## config.mk

```make
export PLATFORM = sky130hd
export DESIGN_NAME = ctrl_pipe
export DESIGN_NICKNAME = d
export VERILOG_FILES = /design/src/rtl/ctrl_pkg.sv /design/src/rtl/hazard_detect.sv /design/src/rtl/ctrl_pipe.sv
export SDC_FILE = /design/constraint.sdc
export NUM_CORES = 1
export LEC_CHECK = 0
export CAP_MARGIN = 10
export CORE_MARGIN = 2
export CORE_UTILIZATION = 43
export DETAILED_ROUTE_END_ITERATION = 12
export PLACE_DENSITY = 0.78
export SYNTH_ARGS = -nofsm -noshare
export SYNTH_HDL_FRONTEND = slang
export SYNTH_SLANG_ARGS = --single-unit
```

## constraint.sdc

```tcl
create_clock -name clk -period 2.8 [get_ports clk]
set_input_delay 0.84 -clock clk [delete_from_list [all_inputs] [get_ports clk]]
set_output_delay 0.84 -clock clk [all_outputs]
set_load 0.01 [all_outputs]
```

## src/rtl/ctrl_pkg.sv

```systemverilog
// Shared constants and stage-bundle types for the 3-stage control pipeline.
// Opcode/ALUOp encodings are the common vocabulary for decode and pipeline logic.
package ctrl_pkg;

  localparam int REG_W   = 5;
  localparam int ALUOP_W = 2;
  localparam int OPC_W   = 6;

  localparam logic [OPC_W-1:0] OPC_RTYPE = 6'b000000;
  localparam logic [OPC_W-1:0] OPC_BEQ   = 6'b000100;
  localparam logic [OPC_W-1:0] OPC_LW    = 6'b100011;
  localparam logic [OPC_W-1:0] OPC_SW    = 6'b101011;
  localparam logic [OPC_W-1:0] OPC_J     = 6'b000010;

  localparam logic [ALUOP_W-1:0] ALUOP_ADD   = 2'b00;
  localparam logic [ALUOP_W-1:0] ALUOP_SUB   = 2'b01;
  localparam logic [ALUOP_W-1:0] ALUOP_FUNCT = 2'b10;

  typedef struct packed {
    logic               reg_dst;
    logic               alu_src;
    logic [ALUOP_W-1:0] alu_op;
    logic               mem_read;
    logic               mem_write;
    logic               branch;
    logic               mem_to_reg;
    logic               reg_write;
    logic [REG_W-1:0]   rt;
    logic [REG_W-1:0]   rd;
  } ex_stage_t;

  typedef struct packed {
    logic             mem_read;
    logic             mem_write;
    logic             branch;
    logic             mem_to_reg;
    logic             reg_write;
    logic [REG_W-1:0] dst;
  } mem_stage_t;

  typedef struct packed {
    logic             mem_to_reg;
    logic             reg_write;
    logic [REG_W-1:0] dst;
  } wb_stage_t;

  // Destination register chosen in EX: rd for R-type, rt otherwise.
  function automatic logic [REG_W-1:0] ex_dst(input ex_stage_t s);
    return s.reg_dst ? s.rd : s.rt;
  endfunction

endpackage

```

## src/rtl/hazard_detect.sv

```systemverilog
// Load-use hazard detector: requests a one-cycle stall unless a taken branch
// is already flushing the younger instructions.
module hazard_detect
  import ctrl_pkg::*;
(
  input  logic             ex_MemRead,
  input  logic [REG_W-1:0] ex_rt,
  input  logic [REG_W-1:0] id_rs,
  input  logic [REG_W-1:0] id_rt,
  input  logic             pc_src,
  output logic             stall
);

  // Register 0 is hardwired, so a load into it never creates a dependency.
  always_comb begin
    stall = ex_MemRead
          & (ex_rt != 5'd0)
          & ((ex_rt == id_rs) | (ex_rt == id_rt))
          & ~pc_src;
  end

endmodule

```

## src/rtl/ctrl_pipe.sv

```systemverilog
// Control pipeline ID/EX -> EX/MEM -> MEM/WB with load-use bubbling and
// taken-branch flushing; pc_src outranks stall.
module ctrl_pipe
  import ctrl_pkg::*;
(
  input  logic               clk,
  input  logic               reset,
  input  logic               id_RegDst,
  input  logic               id_ALUSrc,
  input  logic               id_MemtoReg,
  input  logic               id_RegWrite,
  input  logic               id_MemRead,
  input  logic               id_MemWrite,
  input  logic               id_Branch,
  input  logic [ALUOP_W-1:0] id_ALUOp,
  input  logic [REG_W-1:0]   id_rs,
  input  logic [REG_W-1:0]   id_rt,
  input  logic [REG_W-1:0]   id_rd,
  input  logic               mem_zero,
  output logic               ex_RegDst,
  output logic               ex_ALUSrc,
  output logic [ALUOP_W-1:0] ex_ALUOp,
  output logic               mem_MemRead,
  output logic               mem_MemWrite,
  output logic               mem_Branch,
  output logic               wb_MemtoReg,
  output logic               wb_RegWrite,
  output logic [REG_W-1:0]   wb_dst,
  output logic [REG_W-1:0]   ex_rt,
  output logic [REG_W-1:0]   mem_dst,
  output logic               stall,
  output logic               pc_src
);

  ex_stage_t  ex_d, ex_q;
  mem_stage_t mem_d, mem_q;
  wb_stage_t  wb_d, wb_q;
  ex_stage_t  id_bundle_s;

  assign pc_src = mem_q.branch & mem_zero;

  hazard_detect u_hazard (
    .ex_MemRead (ex_q.mem_read),
    .ex_rt      (ex_q.rt),
    .id_rs      (id_rs),
    .id_rt      (id_rt),
    .pc_src     (pc_src),
    .stall      (stall)
  );

  always_comb begin
    id_bundle_s = '{reg_dst:    id_RegDst,
                    alu_src:    id_ALUSrc,
                    alu_op:     id_ALUOp,
                    mem_read:   id_MemRead,
                    mem_write:  id_MemWrite,
                    branch:     id_Branch,
                    mem_to_reg: id_MemtoReg,
                    reg_write:  id_RegWrite,
                    rt:         id_rt,
                    rd:         id_rd};
  end

  // Next-state: the branch in MEM always retires into WB, even when it flushes.
  always_comb begin
    ex_d  = '0;
    mem_d = '0;
    wb_d  = '{mem_to_reg: mem_q.mem_to_reg,
              reg_write:  mem_q.reg_write,
              dst:        mem_q.dst};
    if (pc_src) begin
      ex_d  = '0;
      mem_d = '0;
    end else begin
      mem_d = '{mem_read:   ex_q.mem_read,
                mem_write:  ex_q.mem_write,
                branch:     ex_q.branch,
                mem_to_reg: ex_q.mem_to_reg,
                reg_write:  ex_q.reg_write,
                dst:        ex_dst(ex_q)};
      if (stall) begin
        ex_d = '0;
      end else begin
        ex_d = id_bundle_s;
      end
    end
  end

  always_ff @(posedge clk or posedge reset) begin
    if (reset) begin
      ex_q  <= '0;
      mem_q <= '0;
      wb_q  <= '0;
    end else begin
      ex_q  <= ex_d;
      mem_q <= mem_d;
      wb_q  <= wb_d;
    end
  end

  assign ex_RegDst    = ex_q.reg_dst;
  assign ex_ALUSrc    = ex_q.alu_src;
  assign ex_ALUOp     = ex_q.alu_op;
  assign ex_rt        = ex_q.rt;
  assign mem_MemRead  = mem_q.mem_read;
  assign mem_MemWrite = mem_q.mem_write;
  assign mem_Branch   = mem_q.branch;
  assign mem_dst      = mem_q.dst;
  assign wb_MemtoReg  = wb_q.mem_to_reg;
  assign wb_RegWrite  = wb_q.reg_write;
  assign wb_dst       = wb_q.dst;

endmodule

```

Yosys cells after proc, flatten, opt, wreduce, memory -nomap -nowiden
Index checks and enable logic that the tools add are counted.
{"block": "word_totals", "reg_bits": 36, "out_inout_bits": 26}
{"block": "classes", "n_eq_ne": 2, "muxes": 4, "n_bitwise": 6, "reduce_logical": 1}
{"op": "two-way mux 19 bit", "n": 2}
{"op": "== test 5 bit", "n": 2}
{"op": "two-way mux 10 bit", "n": 1}
{"op": "two-way mux 5 bit", "n": 1}
{"op": "nonzero test 5 bit", "n": 1}
{"op": "AND 1 bit", "n": 4}
{"op": "inverter 1 bit", "n": 1}
{"op": "OR 1 bit", "n": 1}

Longest topological paths before layout
Gate-level depths: netlist of run 1.
{"block": "logic_depth", "depth_word": 6, "ltp_mapped": 5, "mapped_depth_nobuf": 4}

Cells and area by module
From an unflattened synthesis of run 1, not the netlist that was laid out.
{"block": "unflattened", "hier_cells": 106, "area_unflattened_um2": 1385.1}
{"mod": "ctrl_pipe", "instances": 1, "cells_per_inst": 88, "area_each_um2": 1253.7}
{"mod": "hazard_detect", "instances": 1, "cells_per_inst": 18, "area_each_um2": 131.4}

Least setup slack after synthesis of run 1
Ideal clock, no wire load.
{"block": "synth_timing", "path_kind": "in2out", "startpoint": "in id_rt[4]", "endpoint": "out stall", "arrival_time_ps": 1589, "t_required_ps": 1960, "slack_ps": 371, "stages": 5, "cell_sequence": "xnor2_1 -> nand3_1 -> o22ai_1 -> buf_2 -> and2_1"}
{"block": "synth_via", "elab_chain_cells": 4}
{"element": "start, declared", "line_no": "ctrl_pipe.sv:17", "source": "input logic [REG_W-1:0] id_rt,"}
{"element": "== test 5 bit", "line_no": "hazard_detect.sv:18", "source": "& ((ex_rt == id_rs) | (ex_rt == id_rt))"}
{"element": "OR 1 bit", "line_no": "hazard_detect.sv:18"}
{"element": "AND 1 bit", "line_no": "hazard_detect.sv:18"}
{"element": "AND 1 bit", "line_no": "hazard_detect.sv:19", "source": "& ~pc_src;"}
{"element": "end, declared", "line_no": "ctrl_pipe.sv:31", "source": "output logic stall,"}
No other way between the ends.

Final worst setup path of run 1
{"block": "layout_timing", "startpoint": "in id_rs[2]", "endpoint": "out stall"}
{"block": "layout_via", "elab_chain_cells": 4}
{"element": "start, declared", "line_no": "ctrl_pipe.sv:16", "source": "input logic [REG_W-1:0] id_rs,"}
{"element": "== test 5 bit", "line_no": "hazard_detect.sv:18"}
{"element": "OR 1 bit", "line_no": "hazard_detect.sv:18"}
{"element": "AND 1 bit", "line_no": "hazard_detect.sv:18"}
{"element": "AND 1 bit", "line_no": "hazard_detect.sv:19"}
No other way between the ends.

==> results of run 1 <==
-- synthesized netlist by cell type, drive strengths merged --
library cell / count / area [µm²]
a21oi: 19 / 95.1
and2: 6 / 37.5
buf: 15 / 118
clkbuf: 4 / 15.0
dfrtp: 36 / 901
inv: 2 / 7.51
mux2i: 5 / 50.1
nand2: 22 / 82.6
nand3: 2 / 10.0
nor2: 5 / 18.8
o21a: 1 / 7.51
o22ai: 1 / 6.26
or4: 1 / 7.51
xnor2: 10 / 87.6
-- logic make-up after synthesis --
logic type	share of synthesized area
compound gates	0.0754
xor+xnor	0.0607
buf+inv	0.0971
flops	0.624
mux	0.0347
simple gates	0.108
-- power by group --
group | switching, mW | leakage, nW | total, mW | internal, mW
logic | 0.110 | 0.496 | 0.255 | 0.145
clock network | 0.154 | 0.0326 | 0.278 | 0.124
registers | 0.0242 | 0.443 | 0.596 | 0.572
-- final cells by class --
class / count / area [µm²]
inverters: 2 / 7.51
repair buffers: 60 / 592
multi-input cells: 72 / 417
fillers: 280 / 1250
flip-flops and latches: 36 / 901
clock buffers: 8 / 58.8
well taps: 46 / 57.6
-- flip-flops by register name, indices dropped and copies added (netlist names) --
register / flops
ex_RegDst: 1
wb_MemtoReg: 1
mem_MemRead: 1
ex_rt: 5
mem_q: 2
ex_q: 10
ex_ALUOp: 2
wb_dst: 5
ex_ALUSrc: 1
mem_dst: 5
wb_RegWrite: 1
mem_Branch: 1
mem_MemWrite: 1
-- what timing repair did --
item | in CTS | in global routing
gates cloned | 0 | 0
pin swaps | 4 | 7
hold buffers | 0 | 0
setup endpoints to repair | 2 | 2
resized for setup | 13 | 8
-- per-stage QoR --
stage	cell area, µm²	std cells
CTS	2010	224
floorplan	1440	129
detailed placement	1950	216
global placement	1950	216
global route	2030	224
finish	2030	224
-- worst min path at each step --
stage | startpoint | end | slack [ns] | cells past startpoint
finish | mem_q[5]$_DFF_PP0_ | wb_RegWrite$_DFF_PP0_ | 0.36 | 0
detailed placement | mem_q[5]$_DFF_PP0_ | wb_RegWrite$_DFF_PP0_ | 0.34 | 0
global route | mem_q[6]$_DFF_PP0_ | wb_MemtoReg$_DFF_PP0_ | 0.38 | 0
floorplan | mem_q[6]$_DFF_PP0_ | wb_MemtoReg$_DFF_PP0_ | 0.33 | 0
CTS | mem_q[5]$_DFF_PP0_ | wb_RegWrite$_DFF_PP0_ | 0.36 | 0
global placement | mem_q[6]$_DFF_PP0_ | wb_MemtoReg$_DFF_PP0_ | 0.33 | 0
-- per-layer routing --
metal | track usage | share of wire
met5 | 0 | 0
met4 | 0.100 | 0.020
met3 | 0.0414 | 0.059
met2 | 0.295 | 0.53
met1 | 0.160 | 0.39
-- layout by cell type (no fill, tap or decap), drive strengths merged --
cell / Yosys / routed
nor2: 5 / 5
a21oi: 19 / 19
inv: 2 / 2
buf: 15 / 9
clkbuf: 4 / 8
xnor2: 10 / 10
o21a: 1 / 1
dfrtp: 36 / 36
nand3: 2 / 2
dlymetal6s2s: 0 / 4
or4: 1 / 1
clkdlybuf4s50: 0 / 41
nand2: 22 / 22
and2: 6 / 6
mux2i: 5 / 5
dlygate4sd2: 0 / 6
o22ai: 1 / 1
==> impl_metrics.env, run 1 <==
export IMPL_outcome="complete, no violations"
export IMPL_arrival_ns=1.90
export IMPL_rsz0062_at_grt="false"
export IMPL_worstSetupEndpointType="output port"
export IMPL_cts_setup_buffers=0
export IMPL_dieHeight_um=61.9
export IMPL_worst_pin_slew_ns=0.443
export IMPL_num_antenna_cells=0
export IMPL_power_total_mw=1.13
export IMPL_synth_distinct_cells=16
export IMPL_syn2layout_area_growth_pct=40.8
export IMPL_hold_viol=0
export IMPL_path_buf_inv=2
export IMPL_worstSetupPathType="in -> out"
export IMPL_grt_max_degree=37
export IMPL_crit_path_max_incr_delay_ns=0.47
export IMPL_io_pins=53
export IMPL_std_cell_rows=21
export IMPL_grt_pass1_wl_um=4300
export IMPL_slew_viol_final=0
export IMPL_setup_tns_ns=0
export IMPL_crit_chain="clkdlybuf4s50_1, xnor2_1, nand2_1, o22ai_2, and2_4, buf_6"
export IMPL_ff2ff_setup_slack_ns=1.22
export IMPL_yosysWarnings=0
export IMPL_cts_tree="built"
export IMPL_drv_cap=0
export IMPL_p_per_area_nw_per_um2=555
export IMPL_slew_headroom=0.704
export IMPL_ant_nets=0
export IMPL_ys_ff_latch=36
export IMPL_irDropWorstVdd_uv=215
export IMPL_avgSynthCellArea_um2=11.2
export IMPL_nets=204
export IMPL_grtUsageTotal=0.161
export IMPL_via_per_inst=4.69
export IMPL_path_delay_family="buffers and inverters"
export IMPL_r2r_end="ex_q[1]$_DFF_PP0_"
export IMPL_antenna_found_initial=0
export IMPL_die_area_um2=3840
export IMPL_drive_above_1_share=0.107
export IMPL_cts_buffer_depth=2
export IMPL_die_x_um=61.9
export IMPL_first_global_vias=1042
export IMPL_clock_sinks=36
export IMPL_root_buffer="clkbuf_4"
export IMPL_endpoint="stall"
export IMPL_required_ns=1.96
export IMPL_r2r_cells=4
export IMPL_period_minus_slack_ns=2.74
export IMPL_crit_start="id_rs[2]"
export IMPL_place_congestion=0.785
export IMPL_final_period_utilization=0.978
export IMPL_core_um2=3280
export IMPL_final_setup_skew_ns=0.00785
export IMPL_startpoint_type="input pin"
export IMPL_cts_buffers=5
export IMPL_power_leakage_nw=0.972
export IMPL_cp_slowest_cell="clkdlybuf4s50_1"
export IMPL_drt_total_wl_um=2880
export IMPL_worstSkewPairLatency_ns=0.33
export IMPL_synth_cells=129
export IMPL_min_path_type="reg -> reg"
export IMPL_hpwlAfterDp_um=2100
export IMPL_drc_errors=0
export IMPL_crit_cells=6
export IMPL_utilization=0.619
export IMPL_drt_iter0_markers=41
export IMPL_gr_total_overflow=0
export IMPL_wl_per_cell_um=12.9
export IMPL_synth_nets=156
export IMPL_port_buffers=52
export IMPL_htreeDepth=2
export IMPL_vias=1051
export IMPL_reg2reg_from="ex_rt[3]$_DFF_PP0_"
export IMPL_synth_area_um2=1440
export IMPL_first_pass_iters=4
export IMPL_synth_seq_area_share=0.624
export IMPL_place_ws_ns=-0.493
export IMPL_setup_viol=0
export IMPL_timing_final_ws_setup_ns=0.0611
export IMPL_path_max_fanout=2
export IMPL_clk_pin_slew_ns=0.10
export IMPL_worst_hold_slack_ns=0.358
export IMPL_max_freq_mhz=365
export IMPL_start_util=0.440
(Power assumes the default switching activity.)
==> run 2, diff against run 1 <==
Settings changed: CTS_CLUSTER_SIZE set to 40.
==> results of run 2 <==
No change in the layout: final DEF, timing and power equal those of run 1.
